<file path="src/rtl/mem_stage_ctrl.sv">
// -----------------------------------------------------------------------------
// mem_stage_ctrl
// Memory-stage controller that sequences a multi-cycle SRAM access and stalls
// the pipeline while the access is in flight.
//
// Operation: an op seen in IDLE is registered and freezes the pipeline in that
// same cycle. ACCESS then lasts WAIT_STATES cycles, and DONE releases freeze for
// one cycle while presenting the load result. A memory op therefore holds
// freeze for WAIT_STATES+1 cycles and occupies the stage for WAIT_STATES+2.
//
// Optional feature (macro MEM_ALIGN_CHECK_EN):
//   defined   - an op whose ALU_result[1:0] != 0 is dropped in IDLE and
//               align_err pulses for exactly the following cycle.
//   undefined - the low address bits are ignored and align_err is tied low.
//
// Parameters:
//   ADDRESS_LEN  datapath word width
//   SRAM_AW      SRAM word-address width
//   WAIT_STATES  SRAM access cycles (1..15)
//
// Ports:
//   clk, rst     clock, synchronous active-high reset
//   MEM_read     load request (EXE/MEM register)
//   MEM_write    store request (EXE/MEM register)
//   ALU_result   byte address
//   ST_value     store data
//   sram_rdata   SRAM read data, valid in the last access cycle
//   sram_en      SRAM access strobe
//   sram_we      SRAM write enable
//   sram_addr    SRAM word address (registered ALU_result[SRAM_AW+1:2])
//   sram_wdata   registered store data
//   MEM_out      load result, non-zero only in DONE
//   freeze       pipeline stall
//   align_err    misaligned-access pulse
// -----------------------------------------------------------------------------
module mem_stage_ctrl #(
    parameter int ADDRESS_LEN = 32,
    parameter int SRAM_AW     = 16,
    parameter int WAIT_STATES = 3
) (
    input  logic                   clk,
    input  logic                   rst,
    input  logic                   MEM_read,
    input  logic                   MEM_write,
    input  logic [ADDRESS_LEN-1:0] ALU_result,
    input  logic [ADDRESS_LEN-1:0] ST_value,
    input  logic [ADDRESS_LEN-1:0] sram_rdata,
    output logic                   sram_en,
    output logic                   sram_we,
    output logic [SRAM_AW-1:0]     sram_addr,
    output logic [ADDRESS_LEN-1:0] sram_wdata,
    output logic [ADDRESS_LEN-1:0] MEM_out,
    output logic                   freeze,
    output logic                   align_err
);

    typedef enum logic [1:0] {
        S_IDLE   = 2'd0,
        S_ACCESS = 2'd1,
        S_DONE   = 2'd2
    } state_t;

    localparam logic [3:0] LP_LAST = 4'(WAIT_STATES - 1);

    state_t                 r_state;
    state_t                 w_state_next;
    logic [3:0]             r_cnt;
    logic [3:0]             w_cnt_next;
    logic [SRAM_AW-1:0]     r_addr;
    logic [ADDRESS_LEN-1:0] r_wdata;
    logic [ADDRESS_LEN-1:0] r_data;
    logic                   r_we;

    logic                   w_op;
    logic                   w_misaligned;
    logic                   w_start;
    logic                   w_latch;
    logic                   w_freeze;
    logic                   w_sram_en;
    logic [ADDRESS_LEN-1:0] w_mem_out;
    logic                   w_align_pulse;

    // Only a slice of the byte address is used for the word address.
    logic                   w_unused_addr_bits;
    assign w_unused_addr_bits = ^ALU_result;

    assign w_op = MEM_read | MEM_write;

`ifdef MEM_ALIGN_CHECK_EN
    logic r_align_err;

    assign w_misaligned = |ALU_result[1:0];

    always_ff @(posedge clk) begin
        if (rst) begin
            r_align_err <= 1'b0;
        end else begin
            r_align_err <= w_align_pulse;
        end
    end

    assign align_err = r_align_err;
`else
    assign w_misaligned = 1'b0;
    assign align_err    = 1'b0;
`endif

    always_comb begin
        w_state_next  = r_state;
        w_cnt_next    = r_cnt;
        w_start       = 1'b0;
        w_latch       = 1'b0;
        w_freeze      = 1'b0;
        w_sram_en     = 1'b0;
        w_mem_out     = '0;
        w_align_pulse = 1'b0;
        case (r_state)
            S_IDLE: begin
                if (w_op) begin
                    if (w_misaligned) begin
                        w_align_pulse = 1'b1;
                    end else begin
                        w_start      = 1'b1;
                        w_freeze     = 1'b1;
                        w_cnt_next   = 4'd0;
                        w_state_next = S_ACCESS;
                    end
                end
            end
            S_ACCESS: begin
                w_sram_en  = 1'b1;
                w_freeze   = 1'b1;
                w_cnt_next = r_cnt + 4'd1;
                if (r_cnt == LP_LAST) begin
                    w_latch      = 1'b1;
                    w_state_next = S_DONE;
                end
            end
            S_DONE: begin
                w_mem_out    = r_data;
                w_state_next = S_IDLE;
            end
            default: begin
                w_state_next = S_IDLE;
            end
        endcase
    end

    always_ff @(posedge clk) begin
        if (rst) begin
            r_state <= S_IDLE;
            r_cnt   <= 4'd0;
            r_addr  <= '0;
            r_wdata <= '0;
            r_data  <= '0;
            r_we    <= 1'b0;
        end else begin
            r_state <= w_state_next;
            r_cnt   <= w_cnt_next;
            if (w_start) begin
                r_addr  <= ALU_result[SRAM_AW+1:2];
                r_wdata <= ST_value;
                // A write wins when both requests are raised together.
                r_we    <= MEM_write;
            end
            if (w_latch) begin
                // Stores leave a zero result so MEM_out stays 0 in DONE.
                r_data <= r_we ? '0 : sram_rdata;
            end
        end
    end

    // Outputs are forced low while reset is asserted, including the cycle in
    // which a reset lands on an in-flight access.
    assign sram_en    = w_sram_en & ~rst;
    assign sram_we    = w_sram_en & r_we & ~rst;
    assign freeze     = w_freeze & ~rst;
    assign MEM_out    = rst ? '0 : w_mem_out;
    assign sram_addr  = r_addr;
    assign sram_wdata = r_wdata;

endmodule

</file>
<file path="config.mk">
export PLATFORM = sky130hd
export DESIGN_NAME = mem_stage_ctrl
export DESIGN_NICKNAME = d
export VERILOG_FILES = /design/src/rtl/mem_stage_ctrl.sv
export SDC_FILE = /design/constraint.sdc
export NUM_CORES = 1
export LEC_CHECK = 0
export ABC_AREA = 1
export BUFFER_PORTS_ARGS = -buffer_cell sky130_fd_sc_hd__buf_4
export CELL_PAD_IN_SITES_DETAIL_PLACEMENT = 1
export CELL_PAD_IN_SITES_GLOBAL_PLACEMENT = 2
export CORE_MARGIN = 2
export CORE_UTILIZATION = 24
export CTS_CLUSTER_SIZE = 40
export DETAILED_ROUTE_END_ITERATION = 12
export GPL_TIMING_DRIVEN = 0
export HOLD_SLACK_MARGIN = 0.1
export PLACE_DENSITY = 0.83
export SLEW_MARGIN = 20
export SYNTH_ARGS = -nofsm -noshare
export SYNTH_HDL_FRONTEND = slang
export SYNTH_SLANG_ARGS = --single-unit
</file>
<file path="constraint.sdc">
create_clock -name clk -period 2 [get_ports clk]
set_input_delay 0.3 -clock clk [delete_from_list [all_inputs] [get_ports clk]]
set_output_delay 0.3 -clock clk [all_outputs]
set_load 0.01 [all_outputs]
</file>
### Word-level counts from Yosys, hierarchy flattened

Cells that the tools add are included.

* logic and storage cells: 36
* output and inout port bits: 84
* flip-flop bits (word level): 87

* bitwise logic cells: 6
* reductions and logical operators: 4
* add/subtract/negate cells: 1
* muxes and demuxes: 14
* equality and inequality tests: 5

Operators with widths (count)
* two-way mux 32 bit: 3
* one-hot mux 4 bit (2 select lines): 1
* two-way mux 1 bit: 5
* adder 4 x 1 -> 4 bit (second input constant): 1
* AND 1 bit: 4
* equality test 4 x 2 -> 1 bit (second input constant): 1
* two-way mux 2 bit: 2
* two-way mux 4 bit: 1
* != test 2 bit (second input constant): 2
* one-hot mux 2 bit (2 select lines): 1
* AND reduction 2 bit: 2
* equality test 2 x 1 -> 1 bit (second input constant): 1
* equality test 2 bit (second input constant): 1
* logical NOT 2 bit: 1
* one-hot mux 1 bit (2 select lines): 1
* nonzero test 2 bit: 1
* NOT 1 bit: 1
* bitwise OR 1 bit: 1

### Longest topological paths before layout

* word-level depth: 4
* gate-level depth with buffers: 8

### Worst setup path before layout

OpenSTA, ideal clock, no wires.

* path kind: reg-to-output
* from: register r_we
* to: output port sram_we
* buffers on the path: 2
* required time: 1.700 ns
* path slack: 0.692 ns
* stages on the path, launching flop included: 5
* data arrival time: 1.008 ns
* cells stage by stage: dfxtp_1 -> clkbuf_1 -> clkbuf_1 -> inv_1 -> nor2_1

* longest elaborated chain between the ends: 2

RTL lines
* start, declared: line 72 `logic r_we;`
* start signal, assigned: line 164 `r_we <= MEM_write;`
* AND 1 bit (2 in series): line 176 `assign sram_we = w_sram_en & r_we & ~rst;`
* end, declared: line 49 `output logic sram_we,`

No other way between the ends.

### Worst setup path after layout

* from: register r_state[1]
* to: output port freeze

* longest elaborated chain between the ends: 3
* elaborated cells between the ends (all ways): 4

RTL lines
* start, declared: line 65 `state_t r_state;`
* start signal, assigned: line 158 `r_state <= w_state_next;`
* equality test 2 x 1 -> 1 bit or logical NOT 2 bit (tied branches): line 117 `case (r_state)`
* one-hot mux 1 bit (2 select lines) *: line 117
* AND 1 bit *: line 177 `assign freeze = w_freeze & ~rst;`
* end, declared: line 53 `output logic freeze,`

Mark *: on every way between the ends. The rest lies on a longest branch, timed or not.

==> flow_summary.ini <==
[yosys]
synth_cells = 540
synth_edf_count = 0
synth_ff_type = dfxtp_1
synth_cell_type_count = 20
yosysTopAreaCell = dfxtp_1
synth.avg_cell_area_sq_um = 6.784
yosys-top-cells-area = dfxtp_1 48%, nor2_1 17%, nand2_1 11%
synth-seq-cells = 87
async_flop_share = 0
yosysWarnings = 0
syn_nets = 642
syn_area_sq_um = 3664
ys_seq_area_frac = 0.4754
synth_top_area_frac = 0.4754

[drt]
wl_per_cell_um = 13.53
viasPerCell = 4.336
ant_nets = 0
dr.first_iter.drc_count = 130
vias = 3946
routed_wl_um = 12310
drc = 0
drt_first_pass_iters = 4

[floorplanning]
die_y_um = 127.6
core_area_sq_um = 15030
initial_core_util = 0.2437
io_pins = 184
die_w_um = 127.6
dieArea_sq_um = 16270
std_cell_rows = 45

[power]
p_sw_frac = 0.2630
ir_drop_uv = 388.5
comb_power_share = 0.168
intPower_mw = 3.231
power_mw = 4.384
power.density_nw_per_um2 = 803.0
p_switching_mw = 1.153
p_leak_nw = 2.728
pwr-share-clk = 0.397
seqPwrFrac = 0.435

[cts]
clock_latency_ps = 340
cts_root_buffer = clkbuf_16
clockBufferDepth = 2
clk_pin_slew_worst_paths_ps = 60
clock_sinks = 87
numCtsBuffers = 9
cts-htree-levels = 3
tritoncts = yes
ctsHoldBuffers = 0

[cells_and_area]
fillers = 1895
drive_gt1_frac = 0.2950
final_cell_mix = 167 x nor2_1, 167 x buf_4, 110 x nand2_1
n_antenna_cell = 0
area_delta_synth_final_pct = 49.01
nNetsFinal = 819
ff_latch_area_sq_um = 1742
final_util = 0.3631
stdcell_area_sq_um = 5459
multi_input_area_sq_um = 1567

[global_route]
grt_antenna_before_repair = 0
grt-ovfl-total = 0
grt_usage = 0.1546
grt_start_max_net_pins = 15
grt_pass1_vias = 4004
grt_pass1_wl_um = 19680

[sta]
clock_skew_ps = 5.050
layout_setup_ws_ps = 130.3
post-route-period-util = 0.9349
tns_ps = 0
rsz0062_at_grt = no
timing.final.crit_period_ps = 1870
clock.fmax_ghz = 0.5348
final_hold_viol_count = 0
final_max_slew_viol_count = 0
setup_viol = 0

[job]
maxCapViolCount = 0

[setup_path]
crit_type = reg -> out
crit_required_ps = 1700
cp-start-kind = flip-flop
crit_arrival_ps = 1570
crit_path_max_fanout = 10
critPathTopFamily = buffers and inverters
slowest_delay_ps = 350
cp_cell_sequence = nor2_1 -> nand2_2 -> buf_2 -> a21oi_1 -> buf_4
cp-end-kind = primary output
critical-path-slowest-cell = dfxtp_1
cp.buffers_inverters = 2

[outcome]
status = complete, no violations

[placement]
pre_cts_slack_ps = 141.4
place.gp.congestion = 0.7480
dpl_cell_area_sq_um = 5145
dp_hpwl_um = 9644
io_buffers = 166

[worst_hold_path]
hold_class = in -> reg
## synth_stat cells (all sizes together), types with 2 or more instances
| cell | number |
|---|---|
| buf | 21 |
| dfxtp | 87 |
| nor2 | 169 |
| ha | 2 |
| nand3 | 34 |
| a21oi | 5 |
| clkbuf | 15 |
| inv | 43 |
| nand2 | 111 |
| o21ai | 50 |
## layer usage
metal | wire length [um] | GRT usage
met5 | 0 | 0
met1 | 5259 | 0.1827
met2 | 6300 | 0.2737
met3 | 468 | 0.02806
met4 | 280 | 0.06723
## state kept, by name, summed over array words and instances (netlist names)
| signal | cells |
|---|---|
| sram_wdata | 32 |
| r_data | 32 |
| r_cnt | 4 |
| r_we | 1 |
| r_state | 2 |
| sram_addr | 16 |
## timing repair
item                                    in CTS  in global routing
hold endpoints to repair                     0                  0
endpoints found under the setup margin      12                 10
setup buffers                                0                  0
gates resized for setup                      3                  2
## worst register-to-register path, stage by stage (launching register included)
cell	delay (ps)
dfxtp_1	390
inv_1	60
ha_1	240
nand3_4	140
clkbuf_1	390
nand3_1	130
nand2_1	100
## power by group through the flow
stage | registers, mW | clock network (mW) | logic, mW
2_1_floorplan | 1.99 | 0 | 0.305
3_3_place_gp | 1.94 | 0 | 0.731
3_5_place_dp | 1.95 | 0 | 0.748
4_1_cts | 1.91 | 1.79 | 0.750
5_1_grt | 1.92 | 1.87 | 0.823
6_report | 1.91 | 1.74 | 0.734
## logic make-up (layout without fill, tap and decap cells)
logic type,Yosys count,count (layout),share of synthesized area
buffers and inverters,79,261,0.09699
adders and majority gates,2,2,0.006830
and+or+nand+nor,315,315,0.3429
other,1,1,0.001024
AOI/OAI and AO/OA,56,56,0.07684
DFF,87,87,0.4754
## stage by stage
stage / hold WS [ps] / instances
after global placement: 458.6 / 894
final: 191.3 / 910
after floorplan: 369.1 / 540
after detailed placement: 465.0 / 894
after CTS: 178.0 / 910
after global routing: 208.6 / 910
## worst paths after layout
kind                    from    endpoint  slack (ps)  cells after the start
setup / recovery  r_state[1]      freeze         130                      5
hold / removal           rst        r_we         190                      2
setup reg to reg    r_cnt[0]  r_data[19]         490                      6
hold reg to reg   r_data[18]  r_data[18]         470                      2
## cell type report
cell class,instances,share of cell area
flip-flops and latches,87,0.3190
well taps,188,0.04309
repair buffers,166,0.2283
plain buffers,36,0.03644
multi-input cells,374,0.2870
clock buffers,11,0.04630
clock inverters,5,0.01031
inverters,43,0.02957
Power figures use the tool's default switching activity.
